## src/rtl/vga_dither_pkg.sv

```systemverilog
// Shared constants and helpers for the VGA ordered-dither output stage.
package vga_dither_pkg;

  // 4x4 Bayer matrix, row-major: index = {y, x}
  localparam logic [0:15][3:0] BAYER4 = {
    4'd0,  4'd8,  4'd2,  4'd10,
    4'd12, 4'd4,  4'd14, 4'd6,
    4'd3,  4'd11, 4'd1,  4'd9,
    4'd15, 4'd7,  4'd13, 4'd5
  };

  typedef struct packed {
    logic [2:0][7:0] col;
    logic [7:0]      d;
    logic            win;
    logic            hs;
    logic            vs;
  } stage1_t;

  function automatic logic [3:0] bayer_threshold(input logic [1:0] x, input logic [1:0] y);
    return BAYER4[{y, x}];
  endfunction

  // Add offset, saturate on carry out, keep the top out_bits (right-justified).
  function automatic logic [3:0] dither_quant(input logic [7:0] in8, input logic [7:0] d,
                                              input int out_bits);
    logic [8:0] s;
    s = {1'b0, in8} + {1'b0, d};
    if (s[8]) return 4'((1 << out_bits) - 1);
    return 4'(s[7:0] >> (8 - out_bits));
  endfunction

endpackage

```

## src/rtl/vga_pos_tracker.sv

```systemverilog
// Pixel position within the 4x4 dither cell, derived from sync/window edges.
// VGA_DITHER_TEMPORAL_EN adds a per-frame counter f; otherwise f is 0.
module vga_pos_tracker
  import vga_dither_pkg::*;
#(
  parameter bit HS_POL = 1'b0,
  parameter bit VS_POL = 1'b0
) (
  input  logic       clk,
  input  logic       reset,
  input  logic       pix_ce,
  input  logic       hsync_in,
  input  logic       vsync_in,
  input  logic       window_in,
  output logic [1:0] x,
  output logic [1:0] y,
  output logic [1:0] f
);

  logic hs_prev, vs_prev, win_prev;
  logic hs_lead, vs_lead, win_fall;

  assign hs_lead  = (hsync_in == HS_POL) && (hs_prev != HS_POL);
  assign vs_lead  = (vsync_in == VS_POL) && (vs_prev != VS_POL);
  assign win_fall = win_prev && !window_in;

  // History starts inactive so a sync already asserted after reset counts as a leading edge.
  always_ff @(posedge clk) begin
    if (reset) begin
      hs_prev  <= ~HS_POL;
      vs_prev  <= ~VS_POL;
      win_prev <= 1'b0;
      x        <= 2'd0;
      y        <= 2'd0;
    end else if (pix_ce) begin
      hs_prev  <= hsync_in;
      vs_prev  <= vsync_in;
      win_prev <= window_in;
      if (hs_lead)        x <= 2'd0;
      else if (window_in) x <= x + 2'd1;
      if (vs_lead)        y <= 2'd0;
      else if (win_fall)  y <= y + 2'd1;
    end
  end

`ifdef VGA_DITHER_TEMPORAL_EN
  always_ff @(posedge clk) begin
    if (reset)                 f <= 2'd0;
    else if (pix_ce && vs_lead) f <= f + 2'd1;
  end
`else
  assign f = 2'd0;
`endif

endmodule

```

## src/rtl/vga_dither_out.sv

```systemverilog
// Ordered-dither VGA output stage: 8-bit RGB in, OUT_BITS per channel out, 2-strobe latency.
// With VGA_DITHER_TEMPORAL_EN the Bayer pattern is rotated each frame.
module vga_dither_out
  import vga_dither_pkg::*;
#(
  parameter int OUT_BITS = 3,
  parameter bit HS_POL   = 1'b0,
  parameter bit VS_POL   = 1'b0
) (
  input  logic                clk,
  input  logic                reset,
  input  logic                pix_ce,
  input  logic                dither_en,
  input  logic [7:0]          red_in,
  input  logic [7:0]          green_in,
  input  logic [7:0]          blue_in,
  input  logic                hsync_in,
  input  logic                vsync_in,
  input  logic                window_in,
  output logic [OUT_BITS-1:0] red_out,
  output logic [OUT_BITS-1:0] green_out,
  output logic [OUT_BITS-1:0] blue_out,
  output logic                hsync_out,
  output logic                vsync_out
);

  logic [1:0] x, y, f;

  vga_pos_tracker #(
    .HS_POL (HS_POL),
    .VS_POL (VS_POL)
  ) u_pos (
    .clk       (clk),
    .reset     (reset),
    .pix_ce    (pix_ce),
    .hsync_in  (hsync_in),
    .vsync_in  (vsync_in),
    .window_in (window_in),
    .x         (x),
    .y         (y),
    .f         (f)
  );

  // f is 0 without the temporal option, so the lookup collapses to BAYER[y][x].
  logic [1:0] lut_x, lut_y;
  logic [3:0] thr;
  logic [7:0] d;

  assign lut_x = x ^ {f[0], f[1]};
  assign lut_y = y ^ f;
  assign thr   = bayer_threshold(lut_x, lut_y);
  assign d     = dither_en ? (8'(thr) << (4 - OUT_BITS)) : 8'd0;

  stage1_t s1;

  always_ff @(posedge clk) begin
    if (reset) begin
      s1    <= '0;
      s1.hs <= ~HS_POL;
      s1.vs <= ~VS_POL;
    end else if (pix_ce) begin
      s1.col <= {red_in, green_in, blue_in};
      s1.d   <= d;
      s1.win <= window_in;
      s1.hs  <= hsync_in;
      s1.vs  <= vsync_in;
    end
  end

  logic [2:0][OUT_BITS-1:0] col_q;

  always_ff @(posedge clk) begin
    if (reset) begin
      col_q     <= '0;
      hsync_out <= ~HS_POL;
      vsync_out <= ~VS_POL;
    end else if (pix_ce) begin
      for (int c = 0; c < 3; c++)
        col_q[c] <= s1.win ? OUT_BITS'(dither_quant(s1.col[c], s1.d, OUT_BITS)) : '0;
      hsync_out <= s1.hs;
      vsync_out <= s1.vs;
    end
  end

  assign red_out   = col_q[2];
  assign green_out = col_q[1];
  assign blue_out  = col_q[0];

endmodule

```

## config.mk

```make
export PLATFORM = sky130hd
export DESIGN_NAME = vga_dither_out
export DESIGN_NICKNAME = d
export VERILOG_FILES = /design/src/rtl/vga_dither_pkg.sv /design/src/rtl/vga_pos_tracker.sv /design/src/rtl/vga_dither_out.sv
export SDC_FILE = /design/constraint.sdc
export NUM_CORES = 1
export LEC_CHECK = 0
export CORE_MARGIN = 3
export CORE_UTILIZATION = 35
export CTS_CLUSTER_DIAMETER = 200
export DETAILED_ROUTE_END_ITERATION = 6
export DONT_BUFFER_PORTS = 1
export PLACE_DENSITY = 0.49
export SYNTH_ARGS = -nofsm -noshare
export SYNTH_HDL_FRONTEND = slang
export SYNTH_SLANG_ARGS = --single-unit
```

## constraint.sdc

```tcl
create_clock -name clk -period 1.9 [get_ports clk]
set_clock_uncertainty 0.05 [all_clocks]
set_input_delay 0.285 -clock clk [delete_from_list [all_inputs] [get_ports clk]]
set_output_delay 0.285 -clock clk [all_outputs]
set_load 0.05 [all_outputs]
```

# Word-level counts from Yosys, hierarchy flattened
# Memory sizes are Yosys's and may differ from the RTL's.
# Cells that the tools add are included.
# totals
ff_bits,50
latch_bits,0
ram_bits,0
mem_bits_ro,64
input_bits,31
output_inout_bits,11
elab_cells,57
n_memories,1
# memory_table
memory,words,word_bits,rd,rd_clocked_by_memory_dff,wr,line_no,rtl
(no name shown),16,4,1,0,0,vga_dither_pkg.sv:21,"return BAYER4[{y, x}];"
# op_classes
addsub,5
mul,0
div_mod_pow,0
magnitude_cmp,1
eq_ne,0
shift,0
mux,25
bitwise_logic,3
reduce_logical,8
# op_table
operator,count
adder 8 x 8 -> 9 bit,3
two-way mux 3 bit,9
two-way mux 1 bit,9
two-way mux 2 bit,4
two-way mux 4 bit,2
greater-or-equal comparator 5 bit (second input constant),1
two-way mux 5 bit,1
NOT 4 -> 5 bit,1
adder 2 x 1 -> 2 bit (second input constant),2
AND reduction 2 bit,2
nonzero test 2 bit,2
logical AND 1 bit,3
NOT 1 bit,2
zero test 1 bit,1

# Depth between registers and ports, before layout
# Gate-level depths: netlist of run 1.
# logic_depth
word_depth,6
ltp_mapped,6

# Modules after synthesis
# Synthesis of run 1 repeated with hierarchy kept, for this count alone.
# unflattened
hier_cells,229
area_unflattened_um2,2185.8
# by_module_without_submodules
mod,instances,cells_per_inst,area_per_inst_um2,seq_area_each_um2
vga_dither_out,1,190,1808.0,780.7
vga_pos_tracker,1,39,377.9,140.1

# Worst setup path before layout of run 1
# Ideal clock, no wire load.
# synth_timing
path_type,flip-flop to flip-flop
from,"register, netlist name blue_out[1]"
to,"register col_q, in the netlist blue_out[1]"
setup_ps,103
arrival_time_ps,1319
slack_ps,428
stages_incl_launch_ff,5
period_less_slack_ps,1472
path_cell_list,dfxtp_1 -> nor2b_1 -> nor3b_1 -> and3_1 -> a2111oi_2
# synth_lines
item,line_no,rtl
"to (signal, indexed assignment)",vga_dither_out.sv:79,"col_q[c] <= s1.win ? OUT_BITS'(dither_quant(s1.col[c], s1.d, OUT_BITS)) : '0;"
to (decl),vga_dither_out.sv:70,logic [2:0][OUT_BITS-1:0] col_q;

# Worst setup path after layout of run 1
# layout_timing
from,register s1[5] in the netlist's numbering
to,"register col_q, in the netlist blue_out[1]"
# layout_between
elab_chain_cells,6
# layout_lines
item,line_no,rtl
from (decl),vga_dither_out.sv:54,stage1_t s1;
adder 8 x 8 -> 9 bit (*),vga_dither_pkg.sv:28,"s = {1'b0, in8} + {1'b0, d};"
two-way mux 1 bit,vga_dither_pkg.sv:29,if (s[8]) return 4'((1 << out_bits) - 1);
two-way mux 1 bit,vga_dither_out.sv:77,end else if (pix_ce) begin
two-way mux 1 bit,vga_dither_out.sv:73,if (reset) begin
two-way mux 3 bit (*),vga_dither_pkg.sv:30,return 4'(s[7:0] >> (8 - out_bits));
two-way mux 3 bit (*),vga_dither_out.sv:79,
# Mark *: on every way between the ends. The rest lies on a longest branch, timed or not. The select of a mux whose other input is x is not followed.
# A chain may end at the register's enable or synchronous reset.

==> key figures, run 1 <==
Placed design
  – Placed instance area: 2020 µm²
  – Dpl cells: 275
  – Pre-CTS setup slack: 257 ps
  – HPWL Detailed: about 3.0 mm
  – Final GP Congestion: 0.763
  – Number of port buffers: 0

STA
  – Setup slack after layout: 272 ps
  – Hold WS: 11.7 ps
  – Fin. max-slew vios: 0
  – Finish-stage setup viols: 0
  – Fmax achieved: 614 MHz
  – Period Utilization, post-route: 0.857
  – Setup_tns: 0 ps
  – Headroom to the max-slew limit: 0.562
  – RSZ-0062 raised after global routing: no
  – Worst Tran Pin Value: ~660 ps
  – Fin. Hold Viols: 0
  – Post-layout min period: 1630 ps

Yosys
  – Area share of the leading cell type in the synthesized netlist: 0.437
  – Top-count cell post-synth: dfxtp_1
  – Distinct cells, synth: 39
  – Syn nets: between 200 and 300
  – Synth Instances: between 200 and 250
  – Xor/xnor share of the synthesized area: 0.00890
  – Ys async rst share: 0
  – Mux cell area share after synthesis: 0.117
  – Dominant synthesized flop cell: dfxtp_1
  – Mapped Area: 1970 µm²
  – #FFs+latches synth: 43
  – Seq/Total Area, Yosys: 0.437
  – Synth Area per Inst: 9.24 µm²
  – Largest family of logic cells by synthesized area: simple AND/OR/NAND/NOR gates
  – Cell taking the most area after synthesis: dfxtp_1
  – EDFF count, synth: 0
  – Most frequent cells after synthesis: dfxtp_1 (43), nor2_1 (30), mux2i_1 (23)
  – Synth area leaders: dfxtp_1 (44%), mux2i_1 (12%), ha_1 (5.7%)
  – Simple-gate share of the synthesized area: 0.210
  – Synth Area in Compound Gates: 0.134
  – Yosys warns: 0
  – Synth Area in Adders: 0.0572

Routing
  – Vias/cell: between 5 and 6
  – Vias: around 1.5k
  – TritonRoute pass-1 iters: 4
  – DRT iter0 DRCs: 72
  – DRC violations left: 0
  – Routed WL: 4.47 mm
  – Routed met2 length: 2.05 mm
  – Met3 wire len: 335 µm
  – Post-route ant nets: 0
  – Drt wl/cell: 15.7 µm
  – Metal1 wirelength: roughly 2.0 mm
  – Top routing layer in use: met4

Power
  – Max rail drop VDD: 0.000542 V
  – Static Leak: between 0.8 and 0.9 nW
  – Pwr/cell area: 849 nW/µm²

Floorplanning
  – DIE HEIGHT: slightly above 80 µm
  – Core area: roughly 5300 µm²
  – Initial core utilization: 0.373
  – Total die area: 6560 µm²
  – # rows: 26
  – I/O pin total: 42
  – DIE WIDTH: 81.0 µm

Critical path
  – Crit-path max cell delay: 350 ps
  – Critical path class: flip-flop to flip-flop
  – Worst R2R Start: s1[5]$_SDFFE_PP0P_
  – R2R Setup Slk: 270 ps
  – Slowest cell on crit path: dfxtp_1
  – Worst setup SP type: flip-flop
  – Critical Path RT: 2040 ps
  – Peak fanout along the critical path: 5
  – CP arrival: 1770 ps
  – Crit end category: flip-flop
  – Critical Path, Cell by Cell: ha_1 > nand3_1 > a22oi_2 > a211oi_1 > a2111oi_2
  – R2R cell count: 5
  – R2R Path End: blue_out[1]$_SDFFE_PP0P_

GRT
  – Largest net degree at the start of global routing: 54
  – GR Overflow Total: 0
  – First-pass GRT wire length: about 7.4 mm
  – Vias in the first global route: 1528
  – Total track usage: 0.146
  – Initial antenna violation count: 0

CTS
  – Post CTS Setup Buffer Count: 0
  – Bufs on Longest Clock Path: 2
  – CTS tree: built
  – Clock-pin transition on the worst setup and hold timing paths: 80 ps
  – Clk Latency, worst-skew pair: 290 ps
  – H-tree Lvls: 2
  – Root Driver: clkbuf_8
  – Post-CTS Hold Buffers: 1
  – Post_cts resized: 0
  – Num Clock Sinks: 43
  – CTS Buf Count: 5

Layout
  – Cell area after layout: 2160 µm²
  – Final #Nets: 254
  – Fraction of layout cells with a size suffix above 1: 0.0698
  – ANT cells: 0
  – Final instance count without filler cells: 285
  – Area Overhead vs Synth: 9.85%

Run status
  – Status: completed

Worst hold path
  – WHS Path Cells: 1
  – Hold Crit Endpoint: s1[6]$_SDFFE_PP0P_
  – Worst hold start: reset
  – Worst hold path type: primary input to flip-flop

Job
  – Max Cap Violations: 0
-- cell type report --
type | instances | area, µm²
fill | 546 | 3110
multi-input combinational | 155 | 1040
sequential | 43 | 861
tap | 70 | 87.6
clock buffer | 6 | 82.6
timing repair buffer | 5 | 42.5
clock inverter | 2 | 35.0
inverter | 4 | 15.0
-- per-stage QoR --
step / utilization / power, mW
after global routing: 0.410 / 1.92
final: 0.410 / 1.84
after detailed placement: 0.384 / 1.12
after floorplan: - / 1.12
after CTS: 0.408 / 1.86
after global placement: 0.384 / 1.11
-- sequential cells by signal, indices dropped and copies added (netlist names) --
name            count
s1                 25
blue_out            3
green_out           3
red_out             3
u_pos.x             2
u_pos.y             2
hsync_out           1
u_pos.hs_prev       1
u_pos.vs_prev       1
u_pos.win_prev      1
vsync_out           1
-- critical path: cells and delay by family, from the launching register on --
family,cells,cell delay [ps]
AO/OA/AOI/OAI,3,740
flip-flops,1,350
adder cells (fa/ha/maj),1,310
AND/OR/NAND/NOR,1,90
-- per-layer routing --
layer | vias up | GRT usage
met5 | - | 0
met4 | 0 | 0.0625
met3 | 10 | 0.0477
met2 | 40 | 0.233
met1 | 694 | 0.178
li1 | 755 | -
-- power by group --
part / total [mW] / switching, mW / internal (mW)
sequential: 0.992 / 0.0509 / 0.941
combinational: 0.116 / 0.0529 / 0.0635
clock: 0.729 / 0.303 / 0.425
total: 1.84 / 0.407 / 1.43
-- how the worst max path moves through the flow --
stage,to,cells after the start,slack [ps],start
final,blue_out[1]$_SDFFE_PP0P_,5,270,s1[5]$_SDFFE_PP0P_
after global routing,green_out[1]$_SDFFE_PP0P_,5,110,s1[5]$_SDFFE_PP0P_
after CTS,blue_out[1]$_SDFFE_PP0P_,5,240,s1[6]$_SDFFE_PP0P_
after detailed placement,blue_out[1]$_SDFFE_PP0P_,5,260,s1[5]$_SDFFE_PP0P_
after global placement,blue_out[1]$_SDFFE_PP0P_,5,330,s1[5]$_SDFFE_PP0P_
after floorplan,blue_out[1]$_SDFFE_PP0P_,4,430,blue_out[1]$_SDFFE_PP0P_
-- kinds of logic after synthesis --
family	after synthesis
AND/OR/NAND/NOR	83
flip-flops	43
AO/OA/AOI/OAI	38
multiplexers	23
buffers and inverters	15
adder cells (fa/ha/maj)	9
XOR/XNOR	2
-- layout by cell type, fill, tap and decap left out, types with 7 or more instances in the layout --
| cell | synthesis | final |
|---|---|---|
| o21ai_0 | 8 | 8 |
| a21oi_1 | 8 | 8 |
| nor2_1 | 30 | 30 |
| ha_1 | 9 | 9 |
| mux2i_1 | 23 | 23 |
| dfxtp_1 | 43 | 43 |
| nor2b_1 | 9 | 9 |
| nand2_1 | 12 | 12 |
| nand3_1 | 7 | 7 |
No activity file was read; power rests on OpenSTA's default activity.
==> run 2, diff against run 1 <==
- ABC_AREA: unset -> 1
==> run 2 against run 1 <==
Synthesized cell count is 33% higher. Die area rose by 1.5%. Wire length is 2.8% higher. Cell count is 24% higher. Largest power group unchanged.
==> key figures, run 2 <==
Floorplanning
  – DIE WIDTH: 81.6 µm (+0.76%)
  – I/O pin total: 42 (unchanged)
  – Initial core utilization: 0.377 (+0.00384)
  – # rows: 26 (unchanged)
  – Core area: 5300 µm² (+0.62%)
  – Total die area: 6660 µm² (+1.5%)
  – DIE HEIGHT: 81.6 µm (+0.76%)

Yosys
  – Top-count cell post-synth: nand2_1
  – Synth area leaders: dfxtp_1 (43%), nand2_1 (12%), o21ai_0 (7.8%)
  – Distinct cells, synth: 23 (-41%)
  – EDFF count, synth: 0 (unchanged)
  – Area share of the leading cell type in the synthesized netlist: 0.430 (-0.00711)
  – Seq/Total Area, Yosys: 0.430 (-0.00711)
  – Mapped Area: 2000 µm² (+1.7%)
  – Syn nets: 323 (+28%)
  – Synth Area per Inst: 7.07 µm² (-23%)
  – #FFs+latches synth: 43 (unchanged)
  – Yosys warns: 0 (unchanged)
  – Most frequent cells after synthesis: nand2_1 (65), dfxtp_1 (43), nor2_1 (39)
  – Synth Instances: 283 (+33%)
  – Ys async rst share: 0 (unchanged)
  – Cell taking the most area after synthesis: dfxtp_1
  – Dominant synthesized flop cell: dfxtp_1

GRT
  – Vias in the first global route: 1697 (+11%)
  – Initial antenna violation count: 0 (unchanged)
  – Most used routing layer: met2
  – M3 GR Usage: 0.0471 (-0.000523)
  – Largest net degree at the start of global routing: 29 (-46%)
  – Met2 usage: 0.256 (+0.0225)
  – Total track usage: 0.152 (+0.00614)
  – First-pass GRT wire length: 7.68 mm (+3.6%)
  – Met1 Usage GRT: 0.187 (+0.00835)
  – GR Overflow Total: 0 (unchanged)

Layout
  – Commonest non-fill, non-tap cell in the layout: nand2_1
  – Cell area after layout: 2190 µm² (+1.2%)
  – Final #Nets: 323 (+27%)
  – ANT cells: 0 (unchanged)
  – Most flop-heavy register: s1
  – Largest register FFs: 25 (unchanged)
  – Area Overhead vs Synth: 9.32%
  – Most frequent cells in the layout: nand2_1 (65), dfxtp_1 (43), nor2_1 (39)
  – Fillers: 601 (+10%)
  – Utilization after layout: 0.412 (+0.00220)
  – Fraction of layout cells with a size suffix above 1: 0.0528 (-0.0170)

Critical path
  – WP buf/inv: 0 (unchanged)
  – Critical Path, Cell by Cell: ha_1 > nand3_1 > nand2_1 > a21boi_0 > nand2_1 > nand2_1 > nand2_1 > a21oi_2
  – Worst R2R Start: s1[5]$_SDFFE_PP0P_
  – R2R cell count: 8 (+3)
  – CP arrival: 1690 ps (-80 ps)
  – CP Capture Point: green_out[0]$_SDFFE_PP0P_
  – Crit-path max cell delay: 410 ps (+60 ps)
  – CP top delay family: flip-flops
  – Crit path launch: s1[5]$_SDFFE_PP0P_
  – Critical path class: flip-flop to flip-flop
  – Crit end category: flip-flop
  – R2R Path End: green_out[0]$_SDFFE_PP0P_
  – Critical Path RT: 2080 ps (+40 ps)
  – Slowest cell on crit path: dfxtp_1
  – Worst setup SP type: flip-flop
  – R2R Setup Slk: 390 ps (+120 ps)
  – CP Depth: 8 (+3)
  – Peak fanout along the critical path: 4 (-1)
  – Cell mode on critical path: nand2_1

STA
  – Period Utilization, post-route: 0.795 (-0.0617)
  – Hold WS: 39.5 ps (+27.8 ps)
  – Post-layout min period: 1510 ps (-117 ps)
  – Headroom to the max-slew limit: 0.631 (+0.0698)
  – Worst Tran Pin Value: 551 ps (-104 ps)
  – Finish-stage setup viols: 0 (unchanged)
  – Fin. max-slew vios: 0 (unchanged)
  – RSZ-0062 raised after global routing: no
  – Setup_tns: 0 ps (unchanged)
  – Fmax achieved: 662 MHz (+7.8%)
  – Fin. Hold Viols: 0 (unchanged)

Placed design
  – HPWL Detailed: 3.30 mm (+9.7%)
  – Number of port buffers: 0 (unchanged)
  – Placed instance area: 2050 µm² (+1.2%)
  – Final GP Congestion: 0.761 (-0.33%)

CTS
  – Root Driver: clkbuf_8
  – Post CTS Setup Buffer Count: 0 (unchanged)
  – H-tree Lvls: 2 (unchanged)
  – Clock-pin transition on the worst setup and hold timing paths: 80 ps (about the same)
  – Bufs on Longest Clock Path: 2 (unchanged)
  – Num Clock Sinks: 43 (unchanged)
  – CTS Buf Count: 5 (unchanged)
  – CTS tree: built
  – Post_cts resized: 0 (unchanged)
  – Clk Latency, worst-skew pair: 300 ps (about the same)

Job
  – Max Cap Violations: 0 (unchanged)

Power
  – Static Leak: 1.01 nW (+15%)
  – Pwr/cell area: 864 nW/µm² (+1.7%)
  – Max rail drop VDD: 0.000374 V (-31%)

Routing
  – Post-route ant nets: 0 (unchanged)
  – TritonRoute pass-1 iters: 4 (unchanged)
  – Vias: 1686 (+12%)
  – DRT iter0 DRCs: 86 (+19%)
  – Vias/cell: 4.76 (-9.4%)
  – DRC violations left: 0 (unchanged)
  – Drt wl/cell: 13.0 µm (-17%)
  – Routed WL: 4.60 mm (+2.8%)

Run status
  – Status: completed

Worst hold path
  – Worst hold path type: primary input to flip-flop
-- run 2: changes by cell type in the layout (fill, tap and decap cells not counted), moves of 4 or more --
cell,previous run,this run
nand2_1,12,65
inv_1,4,28
mux2i_1,23,0
o21ai_0,8,31
a21oi_1,8,27
nor2_1,30,39
nor2b_1,9,0
nand3_1,7,14
nand2b_1,6,0
a211o_1,4,0
and3_1,4,0
nor3_1,4,0
-- run 2: logic make-up after synthesis --
group | share of synthesized area
simple gates | 0.236
buf+inv | 0.0832
compound gates | 0.194
flops | 0.430
fa+ha+maj | 0.0563
-- run 2: power breakdown --
part / switching (mW) / internal, mW / leakage [nW]
registers: 0.0472 / 0.947 / 0.354
clock network: 0.320 / 0.426 / 0.0612
logic: 0.0938 / 0.0560 / 0.598
-- run 2: layout make-up --
type	instances	area, µm²	share of cell area
Inverter	30	113	0.0515
Clock buffer	6	82.6	0.0378
Multi-Input combinational cell	199	973	0.445
Sequential cell	43	861	0.394
Timing Repair Buffer	4	35.0	0.0160
Tap cell	70	87.6	0.0400
Clock inverter	2	35.0	0.0160
-- run 2: metrics by stage --
step           std cells  power, mW  worst slack (ps)
3_3_place_gp         344       1.16               388
3_5_place_dp         344       1.16               385
6_report             354       1.89               389
5_1_grt              354       1.99               155
4_1_cts              354       1.91               358
2_1_floorplan        283       1.14               565
-- run 2: how the worst min path moves through the flow --
stage | startpoint | to | slack, ps | cells past startpoint
final | reset | u_pos.hs_prev$_SDFFE_PP1P_ | 40 | 2
after global routing | pix_ce | u_pos.hs_prev$_SDFFE_PP1P_ | 30 | 1
after CTS | reset | u_pos.hs_prev$_SDFFE_PP1P_ | 30 | 2
after detailed placement | reset | red_out[0]$_SDFFE_PP0P_ | 310 | 1
after global placement | reset | red_out[0]$_SDFFE_PP0P_ | 300 | 1
after floorplan | hsync_in | u_pos.hs_prev$_SDFFE_PP1P_ | 360 | 2
-- run 2: worst reg2reg max path, delay by kind of cell (launching register included) --
family                     cells  cell delay [ps]
DFF                            1              410
AOI/OAI and AO/OA              2              370
and+or+nand+nor                5              360
adders and majority gates      1              260
-- run 2: what timing repair did --
action	4_1_cts	5_1_grt
hold buffers	2	0
hold endpoints to repair	12	0
endpoints found under the setup margin	0	0
-- run 2: metal layers --
layer / vias to the layer above / share of wire
met5: - / 0
met4: 0 / 0.0059
met3: 2 / 0.040
met2: 22 / 0.47
met1: 744 / 0.48
li1: 918 / -
